===== config.mk =====
export PLATFORM = sky130hd
export DESIGN_NAME = fifo18_rx_arb2
export DESIGN_NICKNAME = d
export VERILOG_FILES = /design/src/rtl/fifo18_rx_arb2.sv
export SDC_FILE = /design/constraint.sdc
export NUM_CORES = 1
export LEC_CHECK = 0
export BUFFER_PORTS_ARGS = -buffer_cell sky130_fd_sc_hd__buf_2
export CORE_MARGIN = 4
export CORE_UTILIZATION = 45
export CTS_CLUSTER_DIAMETER = 50
export DETAILED_ROUTE_END_ITERATION = 10
export GPL_ROUTABILITY_DRIVEN = 0
export GPL_TIMING_DRIVEN = 0
export PLACE_DENSITY = 0.76
export SETUP_SLACK_MARGIN = 0.2
export SLEW_MARGIN = 15
export SYNTH_ARGS = -nofsm -noshare
export SYNTH_HDL_FRONTEND = slang
export SYNTH_SLANG_ARGS = --single-unit

===== constraint.sdc =====
create_clock -name sys_clk -period 2.3 [get_ports sys_clk]
set_input_delay 0.115 -clock sys_clk [delete_from_list [all_inputs] [get_ports sys_clk]]
set_output_delay 0.115 -clock sys_clk [all_outputs]
set_load 0.01 [all_outputs]

===== src/rtl/fifo18_rx_arb2.sv =====
// Round-robin, frame-granular drain of two 18-bit GMII RX FIFOs into one shared FIFO; read issued in t, data sampled t+1, written t+2.
// Backpressure: out_full stalls new reads only (in-flight word still lands); truncation drain ignores out_full.
module fifo18_rx_arb2 #(
    parameter logic [11:0] MAX_WORDS = 12'd800
) (
    input  logic        sys_clk,
    input  logic        sys_rst_n,
    input  logic [17:0] in0_dout,
    input  logic        in0_empty,
    output logic        in0_rd_en,
    input  logic [17:0] in1_dout,
    input  logic        in1_empty,
    output logic        in1_rd_en,
    output logic [17:0] out_din,
    output logic        out_wr_en,
    input  logic        out_full,
    output logic        cur_port,
    output logic        busy,
    output logic [15:0] frame_count0,
    output logic [15:0] frame_count1,
    output logic [7:0]  trunc_count0,
    output logic [7:0]  trunc_count1
);

    typedef enum logic [2:0] {
        S_IDLE,
        S_ISSUE,
        S_WAIT,
        S_DRAIN_ISSUE,
        S_DRAIN_WAIT
    } state_t;

    state_t      r_state;
    logic        r_last_port;
    logic        r_started;
    logic [11:0] r_wcnt;

    logic [17:0] w_dat;
    logic        w_eof;
    logic        w_cur_empty;
    logic        w_rd_out;
    logic        w_any_req;
    logic        w_grant;
    logic        w_can_issue;

    assign w_dat       = cur_port ? in1_dout : in0_dout;
    assign w_eof       = (w_dat[17:16] == 2'b00);
    assign w_cur_empty = cur_port ? in1_empty : in0_empty;
    assign w_rd_out    = in0_rd_en | in1_rd_en;
    assign w_any_req   = !in0_empty || !in1_empty;
    assign w_grant     = (!in0_empty && !in1_empty) ? ~r_last_port : in0_empty;
    assign w_can_issue = !w_cur_empty && !out_full;
    assign busy        = (r_state != S_IDLE);

    always_ff @(posedge sys_clk) begin
        if (!sys_rst_n) begin
            r_state      <= S_IDLE;
            in0_rd_en    <= 1'b0;
            in1_rd_en    <= 1'b0;
            out_wr_en    <= 1'b0;
            out_din      <= 18'h0;
            cur_port     <= 1'b0;
            r_last_port  <= 1'b1;
            r_started    <= 1'b0;
            r_wcnt       <= 12'd0;
            frame_count0 <= 16'd0;
            frame_count1 <= 16'd0;
            trunc_count0 <= 8'd0;
            trunc_count1 <= 8'd0;
        end else begin
            in0_rd_en <= 1'b0;
            in1_rd_en <= 1'b0;
            out_wr_en <= 1'b0;
            case (r_state)
                S_IDLE: begin
                    if (w_any_req) begin
                        cur_port  <= w_grant;
                        r_started <= 1'b0;
                        r_wcnt    <= 12'd0;
                        r_state   <= S_ISSUE;
                    end
                end
                S_ISSUE: begin
                    if (w_can_issue) begin
                        in0_rd_en <= ~cur_port;
                        in1_rd_en <= cur_port;
                        r_state   <= S_WAIT;
                    end else if (w_cur_empty && !r_started) begin
                        r_state <= S_IDLE;
                    end
                end
                // First WAIT cycle is the read strobe itself; the FIFO word is valid one cycle later.
                S_WAIT: begin
                    if (!w_rd_out) begin
                        if (w_eof) begin
                            if (r_started) begin
                                out_din     <= 18'h0;
                                out_wr_en   <= 1'b1;
                                r_last_port <= cur_port;
                                if (cur_port) frame_count1 <= frame_count1 + 16'd1;
                                else          frame_count0 <= frame_count0 + 16'd1;
                            end
                            r_state <= S_IDLE;
                        end else if (r_wcnt < MAX_WORDS) begin
                            out_din   <= w_dat;
                            out_wr_en <= 1'b1;
                            r_wcnt    <= r_wcnt + 12'd1;
                            r_started <= 1'b1;
                            // Re-issue straight away to reach one word per two clocks.
                            if (w_can_issue) begin
                                in0_rd_en <= ~cur_port;
                                in1_rd_en <= cur_port;
                            end else begin
                                r_state <= S_ISSUE;
                            end
                        end else begin
                            out_din     <= 18'h0;
                            out_wr_en   <= 1'b1;
                            r_last_port <= cur_port;
                            if (cur_port) begin
                                if (trunc_count1 != 8'hff) trunc_count1 <= trunc_count1 + 8'd1;
                            end else begin
                                if (trunc_count0 != 8'hff) trunc_count0 <= trunc_count0 + 8'd1;
                            end
                            r_state <= S_DRAIN_ISSUE;
                        end
                    end
                end
                S_DRAIN_ISSUE: begin
                    if (!w_cur_empty) begin
                        in0_rd_en <= ~cur_port;
                        in1_rd_en <= cur_port;
                        r_state   <= S_DRAIN_WAIT;
                    end
                end
                S_DRAIN_WAIT: begin
                    if (!w_rd_out) r_state <= w_eof ? S_IDLE : S_DRAIN_ISSUE;
                end
                default: r_state <= S_IDLE;
            endcase
        end
    end

endmodule


-- Word level (Yosys, flattened, before mapping)
Cells that the tools add are included.
- bits in registers: 87
- bits of input ports: 41
- output and inout bits: 71
- word-level logic and storage cells: 110
- add/sub/neg operators: 5
- $lt $le $gt $ge: 1
- equality and inequality tests: 16
- mux-type cells: 44
- bitwise logic cells: 8
- reduce and logical (&&, ||, !) cells: 23
- operators with widths (operator ; number):
    $mux 18 ; 4
    $mux 12 ; 4
    $add 16x1->16 const B ; 2
    $mux 3 ; 9
    $pmux 12 s2 ; 1
    $mux 1 ; 21
    $reduce_and 6->1 ; 3
    $add 8x1->8 const B ; 2
    $ne 2x2->1 const B ; 8
    $ne 8x8->1 const B ; 2
    $pmux 3 s5 ; 1
    $reduce_and 5->1 ; 3
    $add 12x1->12 const B ; 1
    $lt 12x10->1 const B ; 1
    $not 1->1 ; 7
    $eq 3x2->1 const B ; 2
    $pmux 1 s3 ; 2
    $logic_not 1->1 ; 5
    $ne 4x4->1 const B ; 1
    $reduce_and 4->1 ; 1
    $eq 3x1->1 const B ; 1
    $eq 3x3->1 const B ; 1
    $logic_and 1x1->1 ; 3
    $logic_not 3->1 ; 1
    11 further kinds ; 11

-- Longest topological paths before layout
Gate-level depths: netlist of the first run.
- word-level depth: 8
- gate-level depth with buffers: 8
- depth with buffers taken out: 6

-- Worst setup path before layout of the first run
No wires, ideal clock.
- path kind: reg-to-reg
- start point: reg cur_port
- end point: reg trunc_count1[3]
- setup time: 0.070 ns
- data arrival time: 2.039 ns
- required time: 2.230 ns
- path slack: 0.190 ns
- stages on the path, launching flop included: 8
- buffers on the path: 2
- period minus slack after synthesis: 2.110 ns
- cells stage by stage: dfxtp_1 > nor3b_2 > or2_0 > buf_2 > or4_4 > buf_6 > or3_1 > a21oi_1
- longest elaborated chain between the ends: 4
- ends and longest elaborated chain (element ; RTL line ; RTL):
    start, declared ; 17 ; output logic cur_port,
    start signal, assigned ; 77 ; cur_port <= w_grant;
    $mux 18 ; 46 ; assign w_dat = cur_port ? in1_dout : in0_dout;
    $logic_not 2->1 ; 47 ; assign w_eof = (w_dat[17:16] == 2'b00);
    $not 1->1 (no source line) ; -- ;
    $reduce_and 6->1 (no source line) (*) ; -- ;
    end signal, assigned ; 121 ; if (trunc_count1 != 8'hff) trunc_count1 <= trunc_count1 + 8'd1;
    end, declared ; 22 ; output logic [7:0] trunc_count1
Every way passes the cells marked *; elsewhere a longest branch is shown, timed or not.
A chain may end at the register's enable or synchronous reset.

-- Worst setup path in the final report of the first run
- start point: reg cur_port
- end point: reg trunc_count1[5]
Same word-level chain as after synthesis.

==> flow_metrics.tcl, run 1 <==
set metrics [dict create \
    hold-path-cell-count 3 \
    critPathLaunch "cur_port$_SDFFE_PN0P_" \
    synth_area_per_cell_um2 8.48 \
    yosysSeqAreaShare 0.426 \
    rows 34 \
    detailedPlacementHpwl_mm 8.16 \
    required_ns 2.59 \
    dominantRegCellSynth "dfxtp_1" \
    worstSetupEndpointType "flip-flop" \
    most_frequent_standard_cell_in_the_layout_excluding_fill_and_tap_cells "buf_2" \
    timing.rr.end "trunc_count1[5]$_SDFFE_PN0P_" \
    syn-num-nets 528 \
    hold_end "out_din[4]$_SDFFE_PN0P_" \
    clock_insertion_delay_worst_skew_ns 0.36 \
    io_buffers 110 \
    tritoncts "done" \
    routed-via-count 4209 \
    netlist_area_um2 4090 \
    worst-path-max-fanout 5 \
    fin_skew_ns 0.0115 \
    ys_types 49 \
    timing.reg2reg.worst_path_depth 6 \
    power.density_nw_per_um2 534 \
    ir_drop_uv 353 \
    coreArea_um2 8760 \
    clock_buffers_created_by_tritoncts 9 \
    period_needed_ns 2.13 \
    unrepaired_setup_endpoints_after_global_routing "yes" \
    first_global_vias 3856 \
    criticalPathCategory "flip-flop to flip-flop" \
    worst_ep_arrival_time_ns 2.42 \
    top_level_ports 112 \
    drt-wirelength-per-cell_um 15.4 \
    hold_violations 0 \
    aggregate_routed_wire_length_mm 11.3 \
    dieArea_um2 10700 \
    remaining_drc_errors 0 \
    number_of_antenna_violations_at_the_first_check_in_global_routing 0 \
    worst_path_max_delay_cell "or4_4" \
    worst-path-buf-inv 1 \
    synth-edff-count 0 \
    layout.cells.most_common_list "113 x buf_2, 83 x dfxtp_1, 47 x nor2_1" \
    critical_path.cell_chain "nor3b_4, or2_0, buf_4, or4_4, or4_1, a21oi_2" \
    max-slew-margin-rel 0.519 \
    clockRootBuffer "clkbuf_8" \
    number_of_routed_nets_with_antenna_violations 0 \
    min-delay-start "in0_dout[4]" \
    whs_ns 0.0963 \
    flow.area_growth_from_synthesis_pct 29.2 \
    cts.sink_count 87 \
    drt_iter0_drc 194 \
    leakage_power_total_nw 2.10 \
    crit-reg2reg-launch "cur_port$_SDFFE_PN0P_" \
    fraction_of_synthesis_flops_using_an_asynchronous_set_or_reset_pin 0 \
    post_synth_inst_count 482 \
    number_of_max_cap_violations 0 \
    setup_violation_total_in_the_final_timing_report 0 \
    tightest_slew_ns 0.721 \
    critical-path-top-delay-family "simple AND/OR/NAND/NOR gates" \
    clk_pin_slew_ns 0.09 \
    hp-class "input port to flip-flop" \
    rrSetupSlack_ns 0.17 \
    vias_per_cell 5.73 \
    count_of_warnings_emitted_by_yosys 0 \
    chipWidth_um 103 \
    grt_first_pass_wirelength_mm 17.8 \
    clock_tree_buf_depth 2 \
    detail_route.first_pass.iterations 5 \
    die_height_um 103 \
    grt_overflow_total 0 \
    nets 669 \
    slowest_stage_delay_cp_ns 0.57 \
    share_of_cells_above_drive_strength_1 0.309 \
    grt_start_max_net_pins 15 \
    initial_core_util 0.467 \
    timing_max_transition_violations_final 0 \
    maximum_achievable_frequency_ghz 0.470 \
    grt_usage 0.208 \
    finish.utilization 0.603 \
    total_power_mw 2.82 \
    fin_tns_setup_ns 0 \
    yosys_register_bits 87 \
    antenna_cells 0 \
    startpoint_type "flip-flop" \
    htree_levels 3 \
    run_status "finished clean" \
    post-route-period-util 0.925 \
]
-- kinds of logic after synthesis --
group	after synthesis	share of synthesized area
simple gates	186	0.241
fa+ha+maj	6	0.0177
buf+inv	37	0.0367
xor+xnor	11	0.0236
mux	26	0.0643
compound gates	129	0.191
flops	87	0.426
-- worst register-to-register path: stages, from the launching register on --
cell	delay [ns]
dfxtp_4	0.36
nor3b_4	0.15
or2_0	0.19
buf_4	0.14
or4_4	0.57
or4_1	0.52
a21oi_2	0.15
-- cell usage after synthesis, drive strengths merged (13+ instances only) --
library cell,instances,area [um2]
a211oi,20,150
nand2,28,105
o31ai,13,97.6
dfxtp,87,1740
clkbuf,19,71.3
inv,13,48.8
mux2i,24,240
nand3,27,135
o21ai,31,155
or4,13,101
a21oi,49,245
or3,23,144
nor2,49,184
-- area by class of cell --
type / instances / area [um2]
fill: 788 / 3480
multi-input combinational: 358 / 2320
sequential: 87 / 1750
timing repair buffer: 130 / 713
clock buffer: 10 / 138
buffer: 24 / 136
tap: 108 / 135
inverter: 13 / 52.6
clock inverter: 5 / 35.0
-- how the worst max path moves through the flow --
stage                     slack [ns]  cells after the start                       endpoint
after floorplan                 0.22                      7   trunc_count1[3]$_SDFFE_PN0P_
after global placement         -0.11                      6       out_din[10]$_SDFFE_PN0P_
after detailed placement       -0.19                      6        out_din[8]$_SDFFE_PN0P_
after CTS                       0.10                      6         r_wcnt[4]$_SDFFE_PN0P_
after global routing            0.06                      6  frame_count0[15]$_SDFFE_PN0P_
final                           0.17                      6   trunc_count1[5]$_SDFFE_PN0P_
-- per-stage QoR --
| stage | instances | cell area [um2] | setup slack [ns] |
|---|---|---|---|
| floorplan | 482 | 4090 | 0.225 |
| global placement | 700 | 4780 | -0.107 |
| detailed placement | 700 | 4780 | -0.192 |
| CTS | 728 | 5120 | 0.102 |
| global route | 735 | 5280 | 0.0629 |
| finish | 735 | 5280 | 0.172 |
-- registers in the layout, indices dropped and copies added (netlist names) --
name / flops
r_wcnt: 12
r_started: 1
trunc_count1: 8
cur_port: 1
out_din: 18
r_last_port: 1
r_state: 3
in1_rd_en: 1
trunc_count0: 8
in0_rd_en: 1
out_wr_en: 1
frame_count1: 16
frame_count0: 16
-- per-layer routing --
layer / track usage / wire length, um / vias up
met3: 0.0577 / 800 / 17
li1: - / - / 2059
met5: 0 / 0 / -
met1: 0.263 / 4860 / 1975
met4: 0.0588 / 167 / 0
met2: 0.347 / 5480 / 158
-- power by group --
| group | internal (mW) | total (mW) | switching (mW) |
|---|---|---|---|
| combinational | 0.145 | 0.336 | 0.190 |
| clock | 0.416 | 0.953 | 0.537 |
| sequential | 1.52 | 1.53 | 0.0110 |
-- what timing repair did --
item | 4_1_cts | 5_1_grt
endpoints found under the setup margin | 59 | 54
pin swaps | 9 | 26
resized for setup | 24 | 40
hold buffers | 2 | 0
setup buffers | 11 | 7
hold endpoints to repair | 2 | 0
(Power assumes the default switching activity.)
==> inputs of run 2 (changes only) <==
--- a/config.mk
+++ b/config.mk
@@ -7,12 +7,12 @@
 export LEC_CHECK = 0
 export BUFFER_PORTS_ARGS = -buffer_cell sky130_fd_sc_hd__buf_2
 export CORE_MARGIN = 4
-export CORE_UTILIZATION = 45
+export CORE_UTILIZATION = 50
 export CTS_CLUSTER_DIAMETER = 50
 export DETAILED_ROUTE_END_ITERATION = 10
 export GPL_ROUTABILITY_DRIVEN = 0
 export GPL_TIMING_DRIVEN = 0
-export PLACE_DENSITY = 0.76
+export PLACE_DENSITY = 0.83
 export SETUP_SLACK_MARGIN = 0.2
 export SLEW_MARGIN = 15
 export SYNTH_ARGS = -nofsm -noshare
==> run 2 against run 1 <==
Compared with the run above:
- core utilization grew 8.9 points
- largest cell class unchanged
- clock power grew 23%
- clock-buffer cell count shrank 1
- global-route usage grew 1.9 points
- fmax shrank 1.1%
- routed wire length grew 3.6%
- clock skew shrank 0.0016 ns
- sequential share of layout area shrank 0.89 points
- die area shrank 9.3%
- critical endpoint unchanged
- worst hold slack gained 0.0043 ns
- combinational power grew 3%
- non-clock buffer count grew 9
==> flow_metrics.tcl, run 2 (synthesis gave the netlist of run 1 again) <==
set metrics [dict create \
    tritoncts "done" \
    post-route-worst-setup-slack_ns 0.148 \
    detailedPlacementHpwl_mm 8.13 \
    flow.area_growth_from_synthesis_pct 32.7 \
    share_of_cells_above_drive_strength_1 0.325 \
    rrSetupSlack_ns 0.15 \
    tightest_slew_ns 0.727 \
    unrepaired_setup_endpoints_after_global_routing "yes" \
    die_height_um 98.4 \
    clk_pin_slew_ns 0.09 \
    layout.cells.most_common_list "113 x buf_2, 83 x dfxtp_1, 48 x nor2_1" \
    dieArea_um2 9690 \
    top_register "out_din" \
    finish.utilization 0.691 \
    nets 678 \
    clockRootBuffer "clkbuf_8" \
    grt_start_max_net_pins 16 \
    clock_buffers_created_by_tritoncts 9 \
    power.density_nw_per_um2 563 \
    criticalPathCategory "flip-flop to flip-flop" \
    vias_per_cell 5.85 \
    timing_max_transition_violations_final 0 \
    detail_route.first_pass.iterations 7 \
    chipWidth_um 98.4 \
    drt_iter0_drc 323 \
    hp-class "input port to flip-flop" \
    clock_insertion_delay_worst_skew_ns 0.35 \
    reg_top3 "out_din: 18 flops, frame_count0: 16 flops, frame_count1: 16 flops" \
    ir_drop_uv 438 \
    clock_tree_buf_depth 2 \
    worst_ep_arrival_time_ns 2.42 \
    hold_violations 0 \
    post-route-period-util 0.936 \
    antenna_cells 0 \
    number_of_max_cap_violations 0 \
    final_area_um2 5430 \
    htree_levels 3 \
    leakage_power_total_nw 2.16 \
    number_of_antenna_violations_at_the_first_check_in_global_routing 0 \
    number_of_routed_nets_with_antenna_violations 0 \
    maximum_achievable_frequency_ghz 0.465 \
    max-slew-margin-rel 0.515 \
    top_level_ports 112 \
    remaining_drc_errors 0 \
    worst-path-max-fanout 5 \
    required_ns 2.57 \
    coreArea_um2 7850 \
    grt_overflow_total 0 \
    fin_tns_setup_ns 0 \
    worstSetupEndpointType "flip-flop" \
    period_needed_ns 2.15 \
    fin_skew_ns 0.00991 \
    whs_ns 0.101 \
    run_status "finished clean" \
    cts.sink_count 87 \
    most_frequent_standard_cell_in_the_layout_excluding_fill_and_tap_cells "buf_2" \
    placedInstanceArea_um2 4770 \
    first_global_vias 4060 \
    rows 32 \
    io_buffers 110 \
    grt_usage 0.227 \
    routed-via-count 4321 \
    grt_first_pass_wirelength_mm 18.5 \
    dpl_worst_slack_ns -0.156 \
    initial_core_util 0.521 \
    setup_violation_total_in_the_final_timing_report 0 \
    drt-wirelength-per-cell_um 15.9 \
    largest_reg_flops 18 \
    aggregate_routed_wire_length_mm 11.7 \
    startpoint_type "flip-flop" \
]
-- run 2: cell types whose count changed in the layout (fill, tap and decap cells not counted), moves of 3 or more --
cell | before | now
a21oi_1 | 45 | 39
buf_4 | 18 | 25
clkbuf_2 | 5 | 2
o31ai_1 | 8 | 11
or3_4 | 0 | 4
or3_1 | 23 | 19
a21oi_2 | 4 | 10
-- run 2: critical path, stage by stage, from the launching register on --
cell     delay [ns]
dfxtp_4        0.38
nor3b_4        0.15
or2_0          0.19
buf_4          0.15
or4_4          0.57
or4_1          0.48
a21oi_1        0.15
-- run 2: worst paths after layout --
path | from | to | cells after the start
worst min-delay path | in0_dout[8] | out_din[8]$_SDFFE_PN0P_ | 3
worst max-delay path | cur_port$_SDFFE_PN0P_ | trunc_count1[5]$_SDFFE_PN0P_ | 6
worst max register to register | cur_port$_SDFFE_PN0P_ | trunc_count1[5]$_SDFFE_PN0P_ | 6
worst min register to register | out_din[16]$_SDFFE_PN0P_ | out_din[16]$_SDFFE_PN0P_ | 2
-- run 2: metrics by stage --
step	power [mW]	std cells
after floorplan	1.74	482
after global placement	1.84	694
after detailed placement	1.85	694
after CTS	3.02	727
after global routing	3.16	739
final	3.06	739
-- run 2: power by group --
group          total [mW]  internal [mW]  switching, mW
sequential           1.54           1.52         0.0129
clock                1.17          0.613          0.561
combinational       0.346          0.152          0.194
-- run 2: what timing repair did --
| item | 4_1_cts | 5_1_grt |
|---|---|---|
| gates resized for setup | 21 | 50 |
| setup buffers | 15 | 12 |
| hold buffers | 2 | 0 |
| hold endpoints to repair | 2 | 0 |
| setup endpoints to repair | 58 | 61 |
| pin swaps | 7 | 32 |
-- run 2: per-layer routing --
metal	part of all wire	global-route usage	up-vias
li1	-	-	2081
met1	0.41	0.287	2020
met2	0.49	0.391	197
met3	0.081	0.0453	23
met4	0.018	0.0693	0
met5	0	0	-
-- run 2: final cells by class --
cell class	instances	area [um2]
Fill cell	644	2420
Multi-Input combinational cell	358	2350
Sequential cell	87	1750
Timing Repair Buffer	139	788
Buffer	24	140
Tap cell	102	128
Clock buffer	9	124
Clock inverter	7	97.6
Inverter	13	48.8
==> inputs of run 3 (changes only) <==
--- a/config.mk
+++ b/config.mk
@@ -7,12 +7,12 @@
 export LEC_CHECK = 0
 export BUFFER_PORTS_ARGS = -buffer_cell sky130_fd_sc_hd__buf_2
 export CORE_MARGIN = 4
-export CORE_UTILIZATION = 50
+export CORE_UTILIZATION = 52
 export CTS_CLUSTER_DIAMETER = 50
 export DETAILED_ROUTE_END_ITERATION = 10
 export GPL_ROUTABILITY_DRIVEN = 0
 export GPL_TIMING_DRIVEN = 0
-export PLACE_DENSITY = 0.83
+export PLACE_DENSITY = 0.85
 export SETUP_SLACK_MARGIN = 0.2
 export SLEW_MARGIN = 15
 export SYNTH_ARGS = -nofsm -noshare
==> run 3 against run 2 <==
Compared with the run above:
- routed wire length down 1.4%
- critical path depth unchanged
- first-iteration DRC count down 11%
- cell count down 1.2%
- highest routed layer unchanged
- largest cell class unchanged
==> flow_metrics.tcl, run 3 (synthesis gave the netlist of run 1 again) <==
set metrics [dict create \
    run_status "finished clean" \
    grt_first_pass_wirelength_mm 18.6 \
    gr-max-usage-layer "met2" \
    crit-reg2reg-launch "cur_port$_SDFFE_PN0P_" \
    cp_num_cells 6 \
    worstSetupEndpointType "flip-flop" \
    grt_usage 0.233 \
    remaining_drc_errors 0 \
    worst_ep_arrival_time_ns 2.42 \
    vias_per_cell 5.88 \
    worst-path-buf-inv 1 \
    clock_tree_buf_depth 2 \
    fin_skew_ns 0.00880 \
    largest_reg_flops 18 \
    tritoncts "done" \
    number_of_antenna_violations_at_the_first_check_in_global_routing 0 \
    number_of_max_cap_violations 0 \
    initial_core_util 0.532 \
    hp-class "input port to flip-flop" \
    routed-via-count 4291 \
    post-route-period-util 0.935 \
    die_height_um 96.7 \
    placedInstanceArea_um2 4770 \
    clockRootBuffer "clkbuf_8" \
    hold_violations 0 \
    critical_path.cell_chain "nor3b_4, or2_0, buf_4, or4_4, or4_4, a21oi_2" \
    first_global_vias 4104 \
    drt_iter0_drc 289 \
    crit_path_frequent_cell "or4_4" \
    timing_max_transition_violations_final 0 \
    flow.area_growth_from_synthesis_pct 28.8 \
    antenna_cells 0 \
    ir_drop_uv 301 \
    number_of_routed_nets_with_antenna_violations 0 \
    top_level_ports 112 \
    dieArea_um2 9350 \
    most_frequent_standard_cell_in_the_layout_excluding_fill_and_tap_cells "buf_2" \
    cts.sink_count 87 \
    coreArea_um2 7690 \
    slowest_stage_delay_cp_ns 0.58 \
    maximum_achievable_frequency_ghz 0.465 \
    tightest_slew_ns 0.712 \
    htree_levels 3 \
    share_of_cells_above_drive_strength_1 0.299 \
    total_power_mw 2.87 \
    final_area_um2 5270 \
    detailedPlacementHpwl_mm 8.16 \
    groute.layer.met3.usage 0.0584 \
    fin_tns_setup_ns 0 \
    max-slew-margin-rel 0.526 \
    drt-wirelength-per-cell_um 15.8 \
    required_ns 2.57 \
    clock_insertion_delay_worst_skew_ns 0.35 \
    grt_overflow_total 0 \
    power.density_nw_per_um2 545 \
    grt_use_met1 0.283 \
    post-route-worst-setup-slack_ns 0.150 \
    unrepaired_setup_endpoints_after_global_routing "yes" \
    io_buffers 110 \
    nets 670 \
    period_needed_ns 2.15 \
    aggregate_routed_wire_length_mm 11.6 \
    chipWidth_um 96.7 \
    criticalPathCategory "flip-flop to flip-flop" \
    reg_top3 "out_din: 18 flops, frame_count0: 16 flops, frame_count1: 16 flops" \
    top_register "out_din" \
    timing.reg2reg.worst_path_depth 6 \
    rows 32 \
    layout.cells.most_common_list "113 x buf_2, 85 x dfxtp_1, 49 x nor2_1" \
    critPathLaunch "cur_port$_SDFFE_PN0P_" \
    grt_start_max_net_pins 14 \
    worst_path_max_delay_cell "or4_4" \
    timing.rr.end "trunc_count1[5]$_SDFFE_PN0P_" \
    setup_violation_total_in_the_final_timing_report 0 \
    clock_buffers_created_by_tritoncts 9 \
    dpl_worst_slack_ns -0.178 \
    setup.worst_path.end "trunc_count1[5]$_SDFFE_PN0P_" \
    detail_route.first_pass.iterations 5 \
    worst-path-max-fanout 6 \
    finish.utilization 0.685 \
    met2_usage_grt 0.405 \
    clk_pin_slew_ns 0.08 \
    critical-path-top-delay-family "simple AND/OR/NAND/NOR gates" \
    startpoint_type "flip-flop" \
    rrSetupSlack_ns 0.15 \
    leakage_power_total_nw 2.08 \
]
[run 3: area by class of cell]
cell class | count | area, um2
well taps | 102 | 128
clock inverters | 4 | 47.5
multi-input cells | 358 | 2320
flip-flops and latches | 87 | 1750
plain buffers | 24 | 130
repair buffers | 131 | 712
inverters | 13 | 48.8
fillers | 633 | 2420
clock buffers | 11 | 131
[run 3: power breakdown]
part / leakage, nW / switching (mW) / internal (mW)
registers: 0.702 / 0.0120 / 1.52
logic: 1.29 / 0.188 / 0.135
clock network: 0.0892 / 0.516 / 0.494
total: 2.08 / 0.716 / 2.15
[run 3: worst min path at each step]
stage                     depth (start not counted)                   end       from
after global routing                              2  in0_rd_en$_SDFF_PN0_  in0_empty
after global placement                            2  in1_rd_en$_SDFF_PN0_  in1_empty
after detailed placement                          2  in1_rd_en$_SDFF_PN0_  in1_empty
after floorplan                                   1  in0_rd_en$_SDFF_PN0_  in0_empty
final                                             2  in0_rd_en$_SDFF_PN0_  in0_empty
after CTS                                         2  in0_rd_en$_SDFF_PN0_  in0_empty
[run 3: per-stage QoR]
stage	std cells	hold slack, ns
finish	730	0.00482
global route	730	0.0166
CTS	721	0.00115
detailed placement	694	0.358
global placement	694	0.350
floorplan	482	0.192
[run 3: worst register-to-register path, delay by kind of cell (launching register included)]
kind                   cells  cell delay, ns
buffers and inverters      1            0.15
and+or+nand+nor            4            1.44
AOI/OAI and AO/OA          1            0.12
DFF                        1            0.37
[run 3: what timing repair did]
item / 4_1_cts / 5_1_grt
endpoints found under the setup margin: 60 / 49
gates resized for setup: 18 / 37
hold endpoints to repair: 1 / 0
cloned: 1 / 0
hold buffers: 1 / 0
buffers inserted: 10 / 9
pin swaps: 9 / 12
[run 3: metal layers]
metal	vias up	routed length (um)
met5	-	0
met3	19	948
met2	195	5730
met1	2008	4720
met4	0	159
li1	2069	-
